==> src/rtl/if_id_queue.sv <==
// Fetch-to-decode instruction queue: a DEPTH-entry FIFO of {pc, inst} pairs
// with valid/ready handshakes on both sides and a single-cycle flush.
module if_id_queue #(
   parameter int unsigned DEPTH = 4,
   parameter int unsigned CNT_W = 3
) (
   input  logic             clock,
   input  logic             reset,
   input  logic             in_valid,
   output logic             in_ready,
   input  logic [63:0]      in_pc,
   input  logic [31:0]      in_inst,
   output logic             out_valid,
   input  logic             out_ready,
   output logic [63:0]      out_pc,
   output logic [31:0]      out_inst,
   input  logic             flush,
   output logic [CNT_W-1:0] count,
   output logic [63:0]      retired_cnt
);

   localparam int unsigned PTR_W = $clog2(DEPTH);
   localparam logic [CNT_W-1:0] FullCnt = CNT_W'(DEPTH);

   logic [63:0]      pc_mem_q   [DEPTH];
   logic [31:0]      inst_mem_q [DEPTH];
   logic [PTR_W-1:0] head_q, head_d;
   logic [PTR_W-1:0] tail_q, tail_d;
   logic [CNT_W-1:0] count_q, count_d;
   logic [63:0]      retired_q, retired_d;
   logic             push, pop;

   // Ready and valid derive only from registered occupancy; no path from out_ready.
   assign in_ready    = (count_q != FullCnt);
   assign out_valid   = (count_q != '0);
   assign push        = in_valid & in_ready & ~flush;
   assign pop         = out_valid & out_ready & ~flush;
   assign count       = count_q;
   assign retired_cnt = retired_q;
   assign out_pc      = out_valid ? pc_mem_q[head_q]   : '0;
   assign out_inst    = out_valid ? inst_mem_q[head_q] : '0;

   always_comb begin
      head_d    = head_q;
      tail_d    = tail_q;
      count_d   = count_q;
      retired_d = retired_q;
      if (flush) begin
         head_d  = '0;
         tail_d  = '0;
         count_d = '0;
      end else begin
         if (push) tail_d = tail_q + 1'b1;
         if (pop) begin
            head_d    = head_q + 1'b1;
            retired_d = retired_q + 64'd1;
         end
         unique case ({push, pop})
            2'b10:   count_d = count_q + 1'b1;
            2'b01:   count_d = count_q - 1'b1;
            default: count_d = count_q;
         endcase
      end
   end

   always_ff @(posedge clock) begin
      if (reset) begin
         head_q    <= '0;
         tail_q    <= '0;
         count_q   <= '0;
         retired_q <= '0;
      end else begin
         head_q    <= head_d;
         tail_q    <= tail_d;
         count_q   <= count_d;
         retired_q <= retired_d;
      end
   end

   // Storage needs no reset: it is only observed through the empty mask.
   always_ff @(posedge clock) begin
      if (!reset && push) begin
         pc_mem_q[tail_q]   <= in_pc;
         inst_mem_q[tail_q] <= in_inst;
      end
   end

endmodule

==> config.mk <==
export PLATFORM = sky130hd
export DESIGN_NAME = if_id_queue
export DESIGN_NICKNAME = d
export VERILOG_FILES = /design/src/rtl/if_id_queue.sv
export SDC_FILE = /design/constraint.sdc
export NUM_CORES = 1
export LEC_CHECK = 0
export CORE_MARGIN = 5
export CORE_UTILIZATION = 40
export DETAILED_ROUTE_END_ITERATION = 8
export PLACE_DENSITY_LB_ADDON = 0.12
export RECOVER_POWER = 25
export SLEW_MARGIN = 20
export SYNTH_ARGS = -nofsm -noshare
export SYNTH_HDL_FRONTEND = slang
export SYNTH_SLANG_ARGS = --single-unit
==> constraint.sdc <==
create_clock -name clock -period 4 [get_ports clock]
set_input_delay 0.8 -clock clock [delete_from_list [all_inputs] [get_ports clock]]
set_output_delay 0.8 -clock clock [all_outputs]
set_load 0.02 [all_outputs]
==> results of run 1 <==
==> placed cells by master, fill, tap and decap left out, types with 6 or more instances in the layout <==
cell	instances
clkbuf_16	50
xor2_1	22
dfxtp_1	71
edfxtp_1	384
nand3_1	21
a21oi_1	32
nor2_1	48
or4_1	6
nand2_1	26
o21ai_0	23
ha_1	6
nand4_1	21
or3_1	21
xnor2_1	17
nor4_1	7
buf_4	8
buf_12	14
dlygate4sd3_1	64
clkinv_2	10
nor3_1	7
clkbuf_1	11
clkdlybuf4s50_1	200
and3_1	7
inv_1	13
and2_1	97
clkinv_1	7
o31ai_1	6
mux4_2	96
==> through the flow <==
| step | hold WS (ns) | utilization | worst slack, ns |
|---|---|---|---|
| 2_1_floorplan | 0.469 | - | 0.933 |
| 3_3_place_gp | 0.488 | 0.486 | 0.845 |
| 3_5_place_dp | 0.498 | 0.486 | 0.829 |
| 4_1_cts | 0.506 | 0.521 | 0.197 |
| 5_1_grt | 0.519 | 0.521 | 0.146 |
| 6_report | 0.503 | 0.521 | 0.311 |
==> flip-flops by register name (all words and copies together) (netlist names), named ones only <==
signal and cells:
retired_cnt 64, count 3, head_q 2, pc_mem_q 256, inst_mem_q 128, tail_q 2
==> area by class of cell <==
cell class	instances	area, um2	share of cell area
clock inverters	25	235	0.0102
flip-flops and latches	457	13000	0.563
well taps	592	741	0.0321
multi-input cells	502	4740	0.205
inverters	14	52.6	0.00227
repair buffers	287	2990	0.129
diodes	3	7.51	0.000325
clock buffers	65	1350	0.0583
==> worst reg2reg max path, cell delays in order (launching register included) <==
cell and delay, ns:
dfxtp_1 0.46, nand4_2 0.20, nor4_4 0.73, nand3_2 0.43
or4_1 0.51, a21oi_1 0.15
==> logic make-up (layout without fill, tap and decap cells) <==
logic type / count (synthesis) / after routing / share of synthesized area
compound gates: 62 / 62 / 0.0183
xor+xnor: 39 / 39 / 0.0190
fa+ha+maj: 7 / 7 / 0.00530
buf+inv: 59 / 391 / 0.0133
flops: 457 / 457 / 0.724
mux: 97 / 97 / 0.121
other cells: 0 / 3 / 0
simple gates: 297 / 297 / 0.0995
==> layer usage <==
metal,part of all wire,vias to the layer above,global-route usage
met5,0.0022,-,0
met1,0.43,4994,0.215
li1,-,4583,-
met2,0.48,255,0.266
met3,0.064,69,0.0463
met4,0.018,16,0.0424
==> final timing paths <==
| kind | from | end | slack [ns] |
|---|---|---|---|
| setup reg to reg | retired_cnt[11]$_SDFFE_PP0P_ | retired_cnt[58]$_SDFFE_PP0P_ | 1.46 |
| hold / removal | retired_cnt[51]$_SDFFE_PP0P_ | retired_cnt[51]$_SDFFE_PP0P_ | 0.50 |
| hold reg to reg | retired_cnt[51]$_SDFFE_PP0P_ | retired_cnt[51]$_SDFFE_PP0P_ | 0.50 |
| setup / recovery | flip-flop | out_pc[40] | 0.31 |
==> power by group through the flow <==
stage                     combinational, mW  clock (mW)  sequential [mW]
after floorplan                       0.146           0             5.31
after global placement                0.392           0             5.31
after detailed placement              0.397           0             5.31
after CTS                             0.399        4.52             5.21
after global routing                  0.408        4.72             5.21
final                                 0.377        4.38             5.21
==> results.json, run 1 <==
{
  "ir_drop_uv": 342,
  "place_congestion": 0.790,
  "period_needed_ns": 3.69,
  "required_ns": 3.20,
  "design.core.area_um2": 44300,
  "antenna_left": 0,
  "cts_resized": 0,
  "finalHoldViolCount": 0,
  "worst_ep_arrival_time_ns": 2.89,
  "setup_viol": 0,
  "syn_inst": 1018,
  "die-area_um2": 49200,
  "synth_top_cell_area_share": 0.642,
  "clock_latency_ns": 0.57,
  "cts_tree": "done",
  "cts-hold-fix-buffers": 0,
  "dpl_cell_area_um2": 21500,
  "synth.cell_area_um2": 18000,
  "row_count": 77,
  "total_power_mw": 9.97,
  "placed_cells": 1852,
  "cap_violations": 0,
  "drive_gt1_frac": 0.162,
  "synthArstFlopShare": 0,
  "routed_wl_mm": 40.2,
  "drtPass1Iterations": 4,
  "syn_avg_cell_area_um2": 17.6,
  "fin_tns_setup_ns": 0,
  "numCtsBuffers": 48,
  "cts_buffer_depth": 3,
  "p_comb_frac": 0.038,
  "nNetsFinal": 1418,
  "rsz0062_at_grt": "false",
  "p_leak_nw": 7.27,
  "fin_worst_skew_ns": 0.0117,
  "synthTopCellsByArea": "edfxtp_1, mux4_2, dfxtp_1",
  "slew_headroom": 0.496,
  "first_iter_violations": 684,
  "start_util": 0.405,
  "ys_warn_count": 0,
  "powerDensity_nw_per_um2": 431,
  "power.internal_mw": 8.01,
  "synth-seq-cells": 457,
  "path_depth": 4,
  "overflow": 0,
  "synth_area_leader_cell": "edfxtp_1",
  "grt_max_degree": 97,
  "cp_cell_sequence": "buf_12 -> mux4_2 -> and2_1 -> clkdlybuf4s50_1",
  "pwr-share-clk": 0.439,
  "path_clk_slew_ns": 0.06,
  "cp-end-kind": "output port",
  "synth_common_cells": "edfxtp_1, and2_1, mux4_2",
  "ys_types": 40,
  "yosysSeqAreaShare": 0.724,
  "first_global_vias": 10384,
  "via_per_inst": 5.10,
  "critPathMaxStageDelay_ns": 0.74,
  "ios": 266,
  "grt_util_all_layers": 0.162,
  "clock-sinks": 457,
  "status": "finished, final reports clean",
  "r2r_cells": 5,
  "instances_no_fill": 1945,
  "avgRoutedWirePerCell_um": 20.6,
  "area_delta_synth_final_pct": 28.7,
  "path_max_fanout": 23,
  "cts_root_buf": "clkbuf_16",
  "post_cts_buffers": 0,
  "synth_fp_nets": 1126,
  "sw_frac_of_total": 0.197,
  "setup.worst_path.start_class": "flip-flop",
  "p_sw_mw": 1.96,
  "synth_edf_count": 384,
  "antenna_found_initial": 15,
  "fin_crit_sh": 0.922,
  "drc": 0,
  "grt_pass1_wl_mm": 62.4,
  "worst_path_max_delay_cell": "dfxtp_4",
  "crit_buf_inv": 2,
  "crit_type": "flip-flop to output port",
  "hold_class": "flip-flop to flip-flop",
  "die_w_um": 222,
  "final_area_um2": 23100,
  "min_path_cells": 2,
  "fmax_ghz": 0.271,
  "dpl.hpwl_mm": 25.7,
  "slew_violations": 0,
  "htreeDepth": 2,
  "io_buffers": 265,
  "ys.flop_type": "edfxtp_1",
  "yosysMostFrequentCell": "edfxtp_1",
  "worst_pin_slew_ns": 0.751,
  "fillers": 3703,
  "seqPwrFrac": 0.523,
  "vias": 9917,
  "cp_top_family": "buffers and inverters",
  "fp.dieH_um": 222
}
Note: power is estimated with default switching activity, not from simulation.
==> run 2, diff against run 1 <==
--- a/config.mk
+++ b/config.mk
@@ -10,6 +10,7 @@
 export DETAILED_ROUTE_END_ITERATION = 8
 export PLACE_DENSITY_LB_ADDON = 0.12
 export RECOVER_POWER = 25
+export REMOVE_ABC_BUFFERS = 1
 export SLEW_MARGIN = 20
 export SYNTH_ARGS = -nofsm -noshare
 export SYNTH_HDL_FRONTEND = slang
==> run 2 against run 1 <==
Compared with the run above:
- first-iteration DRC count down 7.3%
- sequential share of layout area is 0.055 points lower
- core utilization up 0.051 points
- clock power rose by 5%
- clock skew is 0.0042 ns higher
- power grew 2.0%
- non-clock buffer count is 2 lower
- flip-flop and latch count did not move
- register-to-register slack better by 0.02 ns
- final area barely moved
- cell count is the same
- worst setup slack better by 0.037 ns
- critical endpoint is now out_pc[0]
- largest cell class unchanged
==> results.json, run 2 (synthesized netlist as in run 1, its figures left out) <==
{
  "p_leak_nw": 7.27,
  "fp.dieH_um": 222,
  "finalHoldViolCount": 0,
  "instances_no_fill": 1945,
  "fillers": 3615,
  "worst_ep_arrival_time_ns": 2.85,
  "regArea_um2": 13000,
  "top_register": "pc_mem_q",
  "layout_commonest_cell": "edfxtp_1",
  "cts-hold-fix-buffers": 0,
  "setup_viol": 0,
  "die_w_um": 222,
  "cts_root_buf": "clkbuf_16",
  "post_cts_buffers": 0,
  "required_ns": 3.20,
  "powerDensity_nw_per_um2": 440,
  "r2r-start": "retired_cnt[3]$_SDFFE_PP0P_",
  "rsz0062_at_grt": "false",
  "ios": 266,
  "r2r_cells": 5,
  "grt_pass1_wl_mm": 62.8,
  "total_power_mw": 10.2,
  "die-area_um2": 49200,
  "place_congestion": 0.759,
  "path_clk_slew_ns": 0.05,
  "dpl.hpwl_mm": 25.3,
  "status": "finished, final reports clean",
  "fin_worst_skew_ns": 0.0159,
  "clock-sinks": 457,
  "r2r-end": "retired_cnt[34]$_SDFFE_PP0P_",
  "avgRoutedWirePerCell_um": 20.8,
  "final_cell_mix": "edfxtp_1, clkdlybuf4s50_1, and2_1, mux4_2, dfxtp_1",
  "period_needed_ns": 3.65,
  "worst_pin_slew_ns": 0.734,
  "cp-end-kind": "output port",
  "drive_gt1_frac": 0.159,
  "start_util": 0.405,
  "nNetsFinal": 1417,
  "grt_util_all_layers": 0.162,
  "routed_wl_mm": 40.5,
  "setup.worst_path.start_class": "flip-flop",
  "clock_latency_ns": 0.57,
  "setup_ws_ns": 0.348,
  "drtPass1Iterations": 4,
  "hold_class": "flip-flop to flip-flop",
  "io_buffers": 265,
  "first_global_vias": 10600,
  "via_per_inst": 5.08,
  "critPathLaunch": "count[2]$_SDFFE_PP0P_",
  "numCtsBuffers": 49,
  "cts_tree": "done",
  "design.core.area_um2": 44300,
  "htreeDepth": 2,
  "ir_drop_uv": 280,
  "placed_cells": 1850,
  "antenna_left": 0,
  "drc": 0,
  "path_max_fanout": 96,
  "cp-endpoint": "out_pc[0]",
  "antenna_found_initial": 10,
  "place_ws_ns": 0.759,
  "cts_resized": 0,
  "vias": 9879,
  "crit_type": "flip-flop to output port",
  "fin_crit_sh": 0.913,
  "grt_max_degree": 97,
  "multiInputGateArea_um2": 4740,
  "slew_headroom": 0.506,
  "largest_register_ffs": 256,
  "slew_violations": 0,
  "fmax_ghz": 0.274,
  "area_delta_synth_final_pct": 28.8,
  "cts_buffer_depth": 3,
  "row_count": 77,
  "reg2reg_setup_slack_ns": 1.48,
  "cap_violations": 0,
  "overflow": 0,
  "first_iter_violations": 634
}
==> run 2: changes by cell type in the layout (fill, tap and decap cells not counted), sizes merged <==
cell,delta
clkdlybuf4s50,-1
dlygate4sd3,+1
clkbuf,+4
buf,-2
clkinv,-6
bufinv,+3
diode,+1
==> run 2: critical path: stages (launching register included) <==
cell and delay, ns:
dfxtp_1 0.35, nor3_2 0.61, inv_2 0.16, buf_12 0.27
and2_1 0.22, clkdlybuf4s50_1 0.60
==> run 2: how the worst min path moves through the flow <==
stage                            from                     end  slack (ns)  cells past startpoint
2_1_floorplan  tail_q[1]$_SDFFE_PP0P_  tail_q[1]$_SDFFE_PP0P_        0.47                      2
3_3_place_gp   tail_q[1]$_SDFFE_PP0P_  tail_q[1]$_SDFFE_PP0P_        0.48                      2
3_5_place_dp   tail_q[1]$_SDFFE_PP0P_  tail_q[1]$_SDFFE_PP0P_        0.50                      2
4_1_cts        tail_q[1]$_SDFFE_PP0P_  tail_q[1]$_SDFFE_PP0P_        0.50                      2
5_1_grt        tail_q[1]$_SDFFE_PP0P_  tail_q[1]$_SDFFE_PP0P_        0.53                      2
6_report       tail_q[1]$_SDFFE_PP0P_  tail_q[1]$_SDFFE_PP0P_        0.50                      2
==> run 2: power by group <==
part	internal [mW]	switching, mW	total [mW]
combinational	0.183	0.193	0.376
clock	2.79	1.79	4.58
sequential	5.20	0.0103	5.21
total	8.18	1.99	10.2
==> run 2: final cells by class <==
cell class                 instances  share of cell area
sequential                       457               0.562
timing repair buffer             285               0.128
inverter                          14             0.00227
multi-input combinational        502               0.205
antenna                            4            0.000433
tap                              592              0.0320
clock inverter                    22              0.0124
clock buffer                      69              0.0581
==> run 2: routing by layer <==
metal / vias to the layer above / wire length [um] / GRT usage / part of all wire
met5: - / 28 / 0 / 0.00069
met4: 6 / 833 / 0.0418 / 0.021
met3: 68 / 2380 / 0.0410 / 0.059
met2: 231 / 19600 / 0.267 / 0.48
met1: 5003 / 17600 / 0.218 / 0.44
li1: 4571 / - / - / -
==> run 2: stage by stage <==
step | instance area (um2) | setup TNS (ns) | util | hold WS [ns]
after CTS | 23100 | 0 | 0.522 | 0.503
after detailed placement | 21500 | 0 | 0.485 | 0.496
after floorplan | 17800 | -174.56 | - | 0.469
after global routing | 23100 | 0 | 0.522 | 0.527
after global placement | 21500 | 0 | 0.485 | 0.485
final | 23100 | 0 | 0.522 | 0.497
==> run 3, diff against run 2 <==
--- a/config.mk
+++ b/config.mk
@@ -8,6 +8,7 @@
 export CORE_MARGIN = 5
 export CORE_UTILIZATION = 40
 export DETAILED_ROUTE_END_ITERATION = 8
+export GPL_ROUTABILITY_DRIVEN = 0
 export PLACE_DENSITY_LB_ADDON = 0.12
 export RECOVER_POWER = 25
 export REMOVE_ABC_BUFFERS = 1
==> results of run 3 <==
No change in the layout: final DEF, timing and power equal those of run 2.
==> RTL edit: new RTL, settings of run 3 <==
The parameter `CNT_W` goes from 3 to 2.
--- a/src/rtl/if_id_queue.sv
+++ b/src/rtl/if_id_queue.sv
@@ -2,7 +2,7 @@
 // with valid/ready handshakes on both sides and a single-cycle flush.
 module if_id_queue #(
    parameter int unsigned DEPTH = 4,
-   parameter int unsigned CNT_W = 3
+   parameter int unsigned CNT_W = 2
 ) (
    input  logic             clock,
    input  logic             reset,
Interface: changed (resized count); port bits go from 266 to 265. No check against the original RTL was run, so the function may have changed too.
==> RTL edit against run 3 <==
Synthesized area grew 1.0%. First-iteration DRC count rose by 1.3%. Via count increased by 4.3%. Design area about the same. Global-route usage up 0.69 points. Setup slack got worse by 0.0071 ns. Count of clock-buffer cells in the layout fell by 13. Register-to-register slack worse by 0.11 ns. Wire length rose by 5.1%. Sequential cell count shrank 1. Maximum frequency shrank 0.19%. Cell count rose by 1.7%.
Power is not compared: it rests on default switching activity, and its combinational part moved more than twofold at a synthesized area within 25%.
==> RTL edit: results (changes against run 3) <==
| Metric | Value |
|---|---|
| Mux cell area share after synthesis | `12.0% (-0.12 points)` |
| Critical path's slowest cell | `dfxtp_4` |
| Asr flop ratio synth | `0% (unchanged)` |
| Gr usage total | `16.9% (+0.69 points)` |
| Reg2Reg Setup Slack | `1.37 ns (-0.11 ns)` |
| Total Routed Length | `42500 microns (+5.1%)` |
| Fillers | `3893 (+7.7%)` |
| Worst R2R Start | `retired_cnt[11]` |
| TritonCTS Buffers | `49 (unchanged)` |
| Top_reg_cell synth | `edfxtp_1` |
| Tmin final | `3.66 ns (+0.00709 ns)` |
| Critical path peak fanout | `19 (-80%)` |
| Final Skew | `0.0167 ns (+0.000785 ns)` |
| Iteration count of the initial detailed-routing pass | `5 (+1)` |
| Post-synth cell types | `41 (+2.5%)` |
| Critical path's top delay family | `buffers and inverters` |
| Most frequent cells after synthesis | `edfxtp_1, and2_1, mux4_2, dfxtp_1, nor2_1` |
| Critical path destination | `out_pc[60]` |
| Status | `complete, no violations` |
| Area contributors post-synth | `edfxtp_1, mux4_2, dfxtp_1` |
| Critical path arrival | `2.86 ns (about the same)` |
| CTS Root Cell | `clkbuf_16` |
| Reg2reg path depth | `5 (unchanged)` |
| CTS clk-pin slew, worst paths | `0.06 ns` |
| Overflow after GRT | `0 (unchanged)` |
| # port buffers | `264 (-0.38%)` |
| Dpl hpwl | `26800 microns (+5.6%)` |
| CP startpoint kind | `register` |
| Syn. warnings | `0 (unchanged)` |
| Via Count | `10300 (+4.3%)` |
| Worst hold slack | `0.499 ns (+0.00219 ns)` |
| 1st-iter DRT viols | `642 (+1.3%)` |
| Worst Max-Slew Pin Slew | `0.841 ns (+0.107 ns)` |
| First-pass GRT wire length | `65500 microns (+4.2%)` |
| Number of synthesized flops with an enable pin | `384 (unchanged)` |
| Cell Area, Placed | `0.0216 sq mm (+0.63%)` |
| Max clock buf depth | `3 (unchanged)` |
| WHS Endpoint | `tail_q[1]` |
| Top reg by flops | `pc_mem_q` |
| Layout cells sized above 1 | `15.7% (-0.15 points)` |
| Dpl ws | `0.667 ns (-0.0916 ns)` |
| Worst Hold Launch | `tail_q[1]` |
| Worst R2R End | `retired_cnt[63]` |
| Largest register FFs | `256 (unchanged)` |
| Largest net degree at the start of global routing | `66 (-32%)` |
| Worst vdd ir | `0.273 mV` |
| Mapped Cells | `1053 (+3.4%)` |
| Post-CTS Resized | `0 (unchanged)` |
| Seq/Total Area, Yosys | `71.5% (-0.82 points)` |
| Synth Area in Compound Gates | `2.84% (+1.0 points)` |
| Vias in the first global route | `10700 (+0.67%)` |
| Inst Count DP | `1886 (+1.9%)` |
| Initial antenna violation count | `8 (-2)` |
| Worst skew pair latency | `0.57 ns (about the same)` |
| Lkg Pwr | `7.13 nW` |
| Largest stage delay, worst path | `0.64 ns (+0.03 ns)` |
| Xor and xnor area share after synthesis | `1.35% (-0.55 points)` |
| Drt wl/cell | `21.5 microns (+3.3%)` |
| Synth Area in Adders | `0.414% (-0.12 points)` |
| Nets | `1444 (+1.9%)` |
==> RTL edit: layout make-up <==
cell class / instances / area (sq um) / share of cell area [%]
flip-flops and latches: 456 / 13000 / 56.1
multi-input cells: 534 / 4890 / 21.2
repair buffers: 286 / 2970 / 12.8
clock buffers: 56 / 1250 / 5.42
well taps: 600 / 751 / 3.25
clock inverters: 33 / 231 / 1.00
inverters: 10 / 37.5 / 0.162
diodes: 4 / 10.0 / 0.0433
==> RTL edit: routing by layer <==
metal	share of wire, %	global-route usage, %
met1	44	23.4
met2	48	27.5
met3	6.2	4.25
met4	1.7	3.54
met5	0.080	0
==> RTL edit: report_power, final <==
| part | total (mW) | switching [mW] | internal, mW |
|---|---|---|---|
| Sequential | 5.14 | 0.0000000000000000692 | 5.14 |
| Clock | 4.19 | 1.81 | 2.38 |
| Combinational | 0.143 | 0.0670 | 0.0757 |
==> RTL edit: worst min-delay path, cell delays in order (launching register included) <==
cell and delay, ns:
dfxtp_1 0.34, nand2_1 0.06, a21oi_1 0.05
